`config.mk`:
```
export PLATFORM = sky130hd
export DESIGN_NAME = prog_loader
export DESIGN_NICKNAME = d
export VERILOG_FILES = /design/src/rtl/prog_loader_pkg.sv /design/src/rtl/prog_loader_timer.sv /design/src/rtl/prog_loader.sv
export SDC_FILE = /design/constraint.sdc
export NUM_CORES = 1
export LEC_CHECK = 0
export BUFFER_PORTS_ARGS = -buffer_cell sky130_fd_sc_hd__buf_2
export CAP_MARGIN = 5
export CORE_MARGIN = 3
export CORE_UTILIZATION = 24
export CTS_BUF_LIST = sky130_fd_sc_hd__clkbuf_4
export DETAILED_ROUTE_END_ITERATION = 10
export PLACE_DENSITY_LB_ADDON = 0.3
export SLEW_MARGIN = 20
export SYNTH_ARGS = -nofsm -noshare
export SYNTH_HDL_FRONTEND = slang
export SYNTH_SLANG_ARGS = --single-unit
```
`constraint.sdc`:
```
create_clock -name w_clk -period 3.73 [get_ports w_clk]
set_input_delay 0.373 -clock w_clk [delete_from_list [all_inputs] [get_ports w_clk]]
set_output_delay 0.373 -clock w_clk [all_outputs]
set_load 0.02 [all_outputs]
```
`src/rtl/prog_loader_pkg.sv`:
```
// Shared types and constants for the boot-time program loader.
package prog_loader_pkg;

  localparam int unsigned BYTE_W = 8;
  localparam int unsigned WORD_W = 32;
  localparam int unsigned LEN_W  = 16;

  localparam logic [BYTE_W-1:0] DEFAULT_MAGIC = 8'hA5;

  typedef enum logic [2:0] {
    ST_IDLE,
    ST_LEN_LO,
    ST_LEN_HI,
    ST_DATA,
    ST_CSUM,
    ST_DONE,
    ST_ERR
  } state_e;

  typedef enum logic [1:0] {
    ERR_NONE = 2'd0,
    ERR_LEN  = 2'd1,
    ERR_CSUM = 2'd2,
    ERR_TMO  = 2'd3
  } err_code_e;

endpackage

```
`src/rtl/prog_loader_timer.sv`:
```
// Inter-byte idle counter; expire_c fires on the idle cycle that reaches TIMEOUT.
module prog_loader_timer #(
  parameter int unsigned TIMEOUT = 16
) (
  input  logic w_clk,
  input  logic w_rst,
  input  logic en,
  input  logic clr,
  output logic expire_c
);

  localparam int unsigned CNT_W = (TIMEOUT < 2) ? 1 : $clog2(TIMEOUT + 1);

  logic [CNT_W-1:0] cnt;

  // Count idle cycles while enabled; any accepted byte or leaving the frame clears.
  always_ff @(posedge w_clk or posedge w_rst) begin
    if (w_rst) begin
      cnt <= '0;
    end else if (clr) begin
      cnt <= '0;
    end else if (en) begin
      cnt <= cnt + CNT_W'(1);
    end
  end

  // A byte in the same cycle (clr) always beats expiry.
  assign expire_c = en && !clr && (cnt == CNT_W'(TIMEOUT - 1));

endmodule

```
`src/rtl/prog_loader.sv`:
```
// Boot loader: parses MAGIC/len/LE words/XOR frames from UART and writes memory.
module prog_loader
  import prog_loader_pkg::*;
#(
  parameter int unsigned       ADDR_W  = 11,
  parameter logic [BYTE_W-1:0] MAGIC   = DEFAULT_MAGIC,
  parameter int unsigned       TIMEOUT = 0
) (
  input  logic              w_clk,
  input  logic              w_rst,
  input  logic              w_rx_valid,
  input  logic [BYTE_W-1:0] w_rx_data,
  output logic              r_mem_we,
  output logic [ADDR_W-1:0] r_mem_addr,
  output logic [WORD_W-1:0] r_mem_din,
  output logic              r_proc_rst,
  output logic              r_done,
  output logic              r_err,
  output logic [1:0]        r_err_code,
  output logic [ADDR_W:0]   r_words
);

  localparam int unsigned WCNT_W = ADDR_W + 1;
  localparam int unsigned CMP_W  = (WCNT_W > LEN_W + 1) ? WCNT_W : LEN_W + 1;
  localparam logic [CMP_W-1:0]  LEN_MAX   = CMP_W'(1) << ADDR_W;
  localparam logic [WCNT_W-1:0] WORDS_MAX = WCNT_W'(1) << ADDR_W;

  state_e              state, state_nxt;
  logic [LEN_W-1:0]    len_q, len_nxt;
  logic [1:0]          idx_q, idx_nxt;
  logic [23:0]         word_q, word_nxt;
  logic [BYTE_W-1:0]   csum_q, csum_nxt;
  logic [WCNT_W-1:0]   words_nxt;
  logic                we_nxt;
  logic [ADDR_W-1:0]   addr_nxt;
  logic [WORD_W-1:0]   din_nxt;
  logic                proc_rst_nxt, done_nxt, err_nxt;
  logic [1:0]          code_nxt;

  logic [LEN_W-1:0]    len_full;
  logic                len_bad;
  logic                is_magic;
  logic [WCNT_W-1:0]   words_inc;
  logic                last_word;
  logic                tmo_expire_c;

  // Frame helpers: full length on the high byte, saturating word count, last-word match.
  assign len_full  = {w_rx_data, len_q[7:0]};
  assign len_bad   = (len_full == '0) || (CMP_W'(len_full) > LEN_MAX);
  assign is_magic  = w_rx_valid && (w_rx_data == MAGIC);
  assign words_inc = (r_words == WORDS_MAX) ? r_words : r_words + WCNT_W'(1);
  assign last_word = (CMP_W'(words_inc) == CMP_W'(len_q));

  // Timeout only watches the in-frame states; tied off when disabled.
  generate
    if (TIMEOUT > 0) begin : g_tmo
      logic in_frame;
      assign in_frame = state inside {ST_LEN_LO, ST_LEN_HI, ST_DATA, ST_CSUM};
      prog_loader_timer #(.TIMEOUT(TIMEOUT)) u_timer (
        .w_clk    (w_clk),
        .w_rst    (w_rst),
        .en       (in_frame),
        .clr      (w_rx_valid || !in_frame),
        .expire_c (tmo_expire_c)
      );
    end else begin : g_no_tmo
      assign tmo_expire_c = 1'b0;
    end
  endgenerate

  // State and datapath registers.
  always_ff @(posedge w_clk or posedge w_rst) begin
    if (w_rst) begin
      state      <= ST_IDLE;
      len_q      <= '0;
      idx_q      <= '0;
      word_q     <= '0;
      csum_q     <= '0;
      r_words    <= '0;
      r_mem_we   <= 1'b0;
      r_mem_addr <= '0;
      r_mem_din  <= '0;
      r_proc_rst <= 1'b1;
      r_done     <= 1'b0;
      r_err      <= 1'b0;
      r_err_code <= ERR_NONE;
    end else begin
      state      <= state_nxt;
      len_q      <= len_nxt;
      idx_q      <= idx_nxt;
      word_q     <= word_nxt;
      csum_q     <= csum_nxt;
      r_words    <= words_nxt;
      r_mem_we   <= we_nxt;
      r_mem_addr <= addr_nxt;
      r_mem_din  <= din_nxt;
      r_proc_rst <= proc_rst_nxt;
      r_done     <= done_nxt;
      r_err      <= err_nxt;
      r_err_code <= code_nxt;
    end
  end

  // Frame parser: next state, word assembly, checksum and status.
  always_comb begin
    state_nxt    = state;
    len_nxt      = len_q;
    idx_nxt      = idx_q;
    word_nxt     = word_q;
    csum_nxt     = csum_q;
    words_nxt    = r_words;
    we_nxt       = 1'b0;
    addr_nxt     = r_mem_addr;
    din_nxt      = r_mem_din;
    proc_rst_nxt = r_proc_rst;
    done_nxt     = r_done;
    err_nxt      = r_err;
    code_nxt     = r_err_code;

    unique case (state)
      ST_IDLE, ST_DONE, ST_ERR: begin
        if (is_magic) begin
          state_nxt    = ST_LEN_LO;
          len_nxt      = '0;
          idx_nxt      = '0;
          csum_nxt     = '0;
          words_nxt    = '0;
          proc_rst_nxt = 1'b1;
          done_nxt     = 1'b0;
          err_nxt      = 1'b0;
          code_nxt     = ERR_NONE;
        end
      end
      ST_LEN_LO: begin
        if (w_rx_valid) begin
          len_nxt[7:0] = w_rx_data;
          state_nxt    = ST_LEN_HI;
        end
      end
      ST_LEN_HI: begin
        if (w_rx_valid) begin
          len_nxt = len_full;
          idx_nxt = '0;
          if (len_bad) begin
            state_nxt = ST_ERR;
            err_nxt   = 1'b1;
            code_nxt  = ERR_LEN;
          end else begin
            state_nxt = ST_DATA;
          end
        end
      end
      ST_DATA: begin
        if (w_rx_valid) begin
          csum_nxt = csum_q ^ w_rx_data;
          idx_nxt  = idx_q + 2'd1;
          unique case (idx_q)
            2'd0: word_nxt[7:0]   = w_rx_data;
            2'd1: word_nxt[15:8]  = w_rx_data;
            2'd2: word_nxt[23:16] = w_rx_data;
            default: begin
              we_nxt    = 1'b1;
              addr_nxt  = r_words[ADDR_W-1:0];
              din_nxt   = {w_rx_data, word_q};
              words_nxt = words_inc;
              if (last_word) state_nxt = ST_CSUM;
            end
          endcase
        end
      end
      ST_CSUM: begin
        if (w_rx_valid) begin
          if (w_rx_data == csum_q) begin
            state_nxt    = ST_DONE;
            done_nxt     = 1'b1;
            proc_rst_nxt = 1'b0;
          end else begin
            state_nxt = ST_ERR;
            err_nxt   = 1'b1;
            code_nxt  = ERR_CSUM;
          end
        end
      end
      default: state_nxt = ST_IDLE;
    endcase

    // Idle-too-long inside a frame aborts it.
    if (tmo_expire_c) begin
      state_nxt = ST_ERR;
      err_nxt   = 1'b1;
      code_nxt  = ERR_TMO;
    end
  end

endmodule
```
Yosys cells after proc, flatten, opt, wreduce, memory -nomap -nowiden
Cells that the tools add are included.
{"block": "word_totals", "mem_bits_rw": 0, "mem_bits_ro": 0, "word_cells": 117, "memories": 0, "ff_bits": 114, "in_bits": 11, "output_inout_bits": 61, "latchBits": 0}
{"block": "op_classes", "reduce_logical": 25, "n_shift": 0, "n_lt_le_gt_ge": 1, "n_eq_ne": 22, "mux": 48, "mul": 0, "addsub": 2, "n_bitwise": 3, "div": 0}
{"op": "$mux W12", "count": 4}
{"op": "$mux W16", "count": 2}
{"op": "$pmux W8 S2", "count": 2}
{"op": "$mux W3", "count": 8}
{"op": "$mux W8", "count": 3}
{"op": "$pmux W12 S2", "count": 1}
{"op": "$pmux W8 S3", "count": 1}
{"op": "$ne A2 B2 Y1 const B", "count": 10}
{"op": "$reduce_and A3 Y1", "count": 6}
{"op": "$eq A12 B16 Y1", "count": 1}
{"op": "$gt A16 B12 Y1 const B", "count": 1}
{"op": "$logic_not A16 Y1", "count": 1}
{"op": "$mux W2", "count": 8}
{"op": "$reduce_and A4 Y1", "count": 4}
{"op": "$pmux W3 S5", "count": 1}
{"op": "$mux W1", "count": 13}
{"op": "$add A12 B1 Y12 const B", "count": 1}
{"op": "$eq A12 B12 Y1 const B", "count": 1}
{"op": "$pmux W2 S3", "count": 2}
{"op": "$eq A3 B3 Y1 const B", "count": 3}
{"op": "$eq A8 B8 Y1", "count": 1}
{"op": "$eq A8 B8 Y1 const B", "count": 1}
{"op": "$reduce_bool A2 Y1", "count": 4}
{"op": "$xor A8 B8 Y8", "count": 1}
{"op": "other kinds (16)", "count": 21}

Depth between registers and ports, before layout
{"block": "depth", "ltp_word": 7, "ltp_mapped": 10, "mapped_depth_nobuf": 8}

Least setup slack after synthesis
Ideal clock, no wire load.
{"block": "synth_timing", "kind": "flip-flop to flip-flop", "start": "register r_words[0]", "end": "register state[1]", "setup_time_ns": 0.126, "t_arrival_ns": 2.648, "slack_ns": 0.955, "stages_incl_launch_ff": 9, "t_required_ns": 3.604, "n_path_buf": 0, "synth_period_minus_slack_ns": 2.775, "cell_sequence": "dfrtp_1 > inv_1 > ha_1 > nor4b_2 > nand4_2 > or3_1 > a211o_1 > or4_1 > a311o_1"}
{"block": "synth_via", "elab_chain_cells": 5, "elab_cells_between_ends": 6, "cone_classes": "add/sub (1); eq/ne (3); mux (1); reduce/logical (1)"}
{"element": "start, declared", "line": "prog_loader.sv:20", "source": "output logic [ADDR_W:0] r_words"}
{"element": "start signal, assigned", "line": "prog_loader.sv:93", "source": "r_words <= words_nxt;"}
{"element": "$add A12 B1 Y12 or $eq A12 B12 Y1 (tied branches)", "line": "prog_loader.sv:51", "source": "assign words_inc = (r_words == WORDS_MAX) ? r_words : r_words + WCNT_W'(1);"}
{"element": "$mux W12 *", "line": "prog_loader.sv:51"}
{"element": "$eq A12 B16 Y1 *", "line": "prog_loader.sv:52", "source": "assign last_word = (CMP_W'(words_inc) == CMP_W'(len_q));"}
{"element": "$ne A2 B2 Y1 (no line) *"}
{"element": "$reduce_and A7 Y1 (no line) *"}
{"element": "end signal, assigned", "line": "prog_loader.sv:88", "source": "state <= state_nxt;"}
{"element": "end, declared", "line": "prog_loader.sv:28", "source": "state_e state, state_nxt;"}
Mark *: on every way between the ends. The rest lies on a longest branch, timed or not.
A chain may end at the register's enable or synchronous reset.

Worst setup path in the final report
Same ends and word-level chain as after synthesis.

==> key figures <==
Run status
  – Status: finished, final reports clean

Route
  – Routed WL: 14,100 um
  – DRC viols: 0
  – WL met2: 6460 um
  – Vias per inst: 4.54
  – DR iter-0 viols: 219
  – Highest Signal Layer: met4
  – Wirelength per Cell: 15.5 um
  – DR vias: 4,135
  – Metal3 WL: 735 um
  – Drt pass-1 iters: 5
  – Antenna viol nets, final: 0
  – M1 WL: 6750 um

STA
  – Clock skew: 18.3 ps
  – Max frequency: 342 MHz
  – Endpoints failing setup: 0
  – Setup TNS Final: 0 ps
  – Worst-margin pin slew: 1070 ps
  – RSZ-0062 raised after global routing: false
  – Period utilisation layout: 78.3%
  – Final worst path period need: 2920 ps
  – Max Slew Vio Count: 0
  – Final Hold Vio Count: 0
  – Max_slew headroom: 28.9%
  – Final WS setup: 809 ps

Global route
  – Vias in the first global route: 4,143
  – Total GRT Usage: 12.2%
  – Overflow after GRT: 0
  – Initial antenna violation count: 1
  – Largest net degree at the start of global routing: 70
  – Wire length of the first global-routing pass: 23,100 um

Setup path
  – CP Capture Type: flip-flop
  – Crit Path Category: reg2reg
  – Worst setup SP type: flip-flop
  – Crit-path max FO: 9
  – Arr. time, crit path: 3340 ps
  – CP required: 4150 ps

CTS
  – Worst skew pair latency: 530 ps
  – Clock root buffer master: clkbuf_4
  – CTS Buf Count: 17
  – Clock sinks: 114
  – Maximum root-to-sink buffer count: 2
  – Setup bufs post-CTS: 0
  – Post-CTS sizing: 0
  – CTS tree: done
  – Hold_buf cts: 1
  – Clock Pin Slew Worst Setup and Hold Paths: 120 ps
  – H-tree depth: 4

Synth
  – Area of the mapped netlist: 5390 sq um
  – Ys async rst share: 100%
  – Library cells used by synthesis: 46
  – Synthesized Nets: 569
  – Cell type with the largest total area after synthesis: dfrtp_1
  – #FFs+latches synth: 114
  – Mean Syn Cell Area: 9.76 sq um
  – Cells after synthesis: 552
  – Yosys Warn Count: 0
  – Post-synth EDFFs: 0
  – Most used DFF post-synth: dfrtp_1
  – Sequential element share of the synthesized area: 53.0%
  – Top post-synthesis cells by area: dfrtp_1, nand2_1, mux2_2, o21ai_0, xnor2_1
  – Top cell type's share of synthesized area: 52.5%

Floorplan
  – Die Ht: 156 um
  – Row cnt: 54
  – Die X: 156 um
  – Initial Util: 24.5%
  – Core area: 22,000 sq um
  – Number of top-level pins: 72
  – Die area: 24,300 sq um

Finish
  – Design area: 6330 sq um
  – Layout area overhead: 17.5%
  – Area of the multi-input gates: 2320 sq um
  – Nets: 633
  – FF/Latch Area: 2850 sq um
  – Share of layout cells above drive strength 1: 24.5%
  – Layout fillers: 2,320

Power and ir drop
  – Combinational share of power: 38.7%
  – Flop pwr share: 41.4%
  – Sw power: 0.00198 W
  – Power Density: 771 nW/um^2
  – Internal Power: 0.00290 W
  – Clock power share: 20.0%
  – Worst vdd ir: 0.000315 V
  – Leak: 3.01 nW
  – Switching Share: 40.6%

Placement
  – Post-DP Area: 6020 sq um
  – Dpl hpwl: 9510 um
  – Pre-CTS WS: 855 ps
  – GP Congestion: 0.840
  – I/O Buffers: 71

Job
  – Max Cap Violations: 0

Min path
  – Worst Hold Class: in2reg
## stage by stage
stage	power, W	hold slack (ps)	cells	utilization, %
after detailed placement	0.00396	453	876	27.4
after global routing	0.00528	179	910	28.8
after global placement	0.00394	445	876	27.4
after floorplan	0.00336	433	552	-
after CTS	0.00495	163	909	28.8
final	0.00488	198	910	28.8
## sequential cells by signal, summed over array words and instances, names as in the netlist, 3 cells and up
signal	flops
len_q	16
state	3
r_mem_din	32
word_q	24
r_words	12
csum_q	8
r_mem_addr	11
## layer usage
layer | vias up | GRT usage (%)
li1 | 2019 | -
met1 | 2017 | 16.3
met2 | 87 | 18.9
met3 | 12 | 3.66
met4 | 0 | 3.91
met5 | - | 0
## cell usage in the layout, fill, tap and decap left out, types with 3 or more instances in the layout
master | netlist | routed
a21o_1 | 3 | 3
a21oi_1 | 12 | 10
a31oi_1 | 4 | 4
and3_1 | 3 | 3
buf_2 | 1 | 71
buf_4 | 0 | 4
bufinv_16 | 0 | 3
clkbuf_4 | 0 | 17
clkinv_1 | 0 | 3
clkinv_2 | 0 | 3
clkinvlp_4 | 0 | 3
dfrtp_1 | 113 | 113
ha_1 | 6 | 6
inv_1 | 19 | 18
mux2_2 | 38 | 38
nand2_1 | 130 | 130
nand3_1 | 9 | 9
nand4_1 | 7 | 7
nand4b_1 | 3 | 3
nor2_1 | 25 | 25
nor2b_1 | 5 | 5
nor3_1 | 9 | 9
nor4_1 | 5 | 5
o21a_1 | 3 | 3
o21ai_0 | 52 | 52
o31ai_1 | 10 | 10
o41ai_1 | 3 | 3
or3_1 | 3 | 3
xnor2_1 | 17 | 17
xor2_1 | 11 | 11
## power groups by stage
stage	clock network, W	registers, W	logic, W
final	0.000975	0.00202	0.00189
after detailed placement	0	0.00205	0.00191
after global routing	0.00106	0.00209	0.00213
after floorplan	0	0.00219	0.00117
after CTS	0.00100	0.00203	0.00192
after global placement	0	0.00204	0.00190
## layout make-up
class | count | area share (%)
sequential | 114 | 45.1
multi-input combinational | 385 | 36.6
timing repair buffer | 78 | 6.88
tap | 280 | 5.53
clock inverter | 15 | 2.61
clock buffer | 17 | 2.02
inverter | 20 | 1.23
antenna | 1 | 0.0395
## worst max-delay path, stage by stage, from the launching register on
cell,delay (ps)
dfrtp_1,500
inv_1,130
ha_1,140
nor4b_2,210
nand4_2,210
or3_1,390
a211o_1,310
or4_1,550
a311o_1,360
## cells by family after synthesis
group           count (synthesis)  share of synthesized area (%)
mux                            40                           8.31
buf+inv                        53                           4.13
xor+xnor                       28                           4.55
flops                         114                           53.0
compound gates                 97                           10.7
simple gates                  214                           17.9
fa+ha+maj                       6                           1.39
## final timing paths
kind                              start            to  slack (ps)  cells past startpoint
setup / recovery             r_words[0]      state[1]         810                      8
hold / removal             w_rx_data[7]      len_q[7]         200                      3
setup reg to reg             r_words[0]      state[1]         810                      8
hold reg to reg               word_q[9]  r_mem_din[9]         460                      2
max in group asynchronous         w_rst      idx_q[1]        2480                      4
min in group asynchronous         w_rst    r_words[0]         460                      3
## cell usage after synthesis, drive strengths merged (3+ instances only)
master,number
dfrtp,113
xor2,11
o41ai,3
mux2,38
nand4b,3
a21o,3
o31ai,10
o21ai,52
nand3,9
a31oi,4
xnor2,17
nand4,8
or3,3
nor4,6
ha,6
clkbuf,26
nor3,9
nor2,25
nand2,130
and3,3
nor2b,5
a21oi,12
o21a,3
inv,20
buf,7
Note: power is estimated with default switching activity, not from simulation.
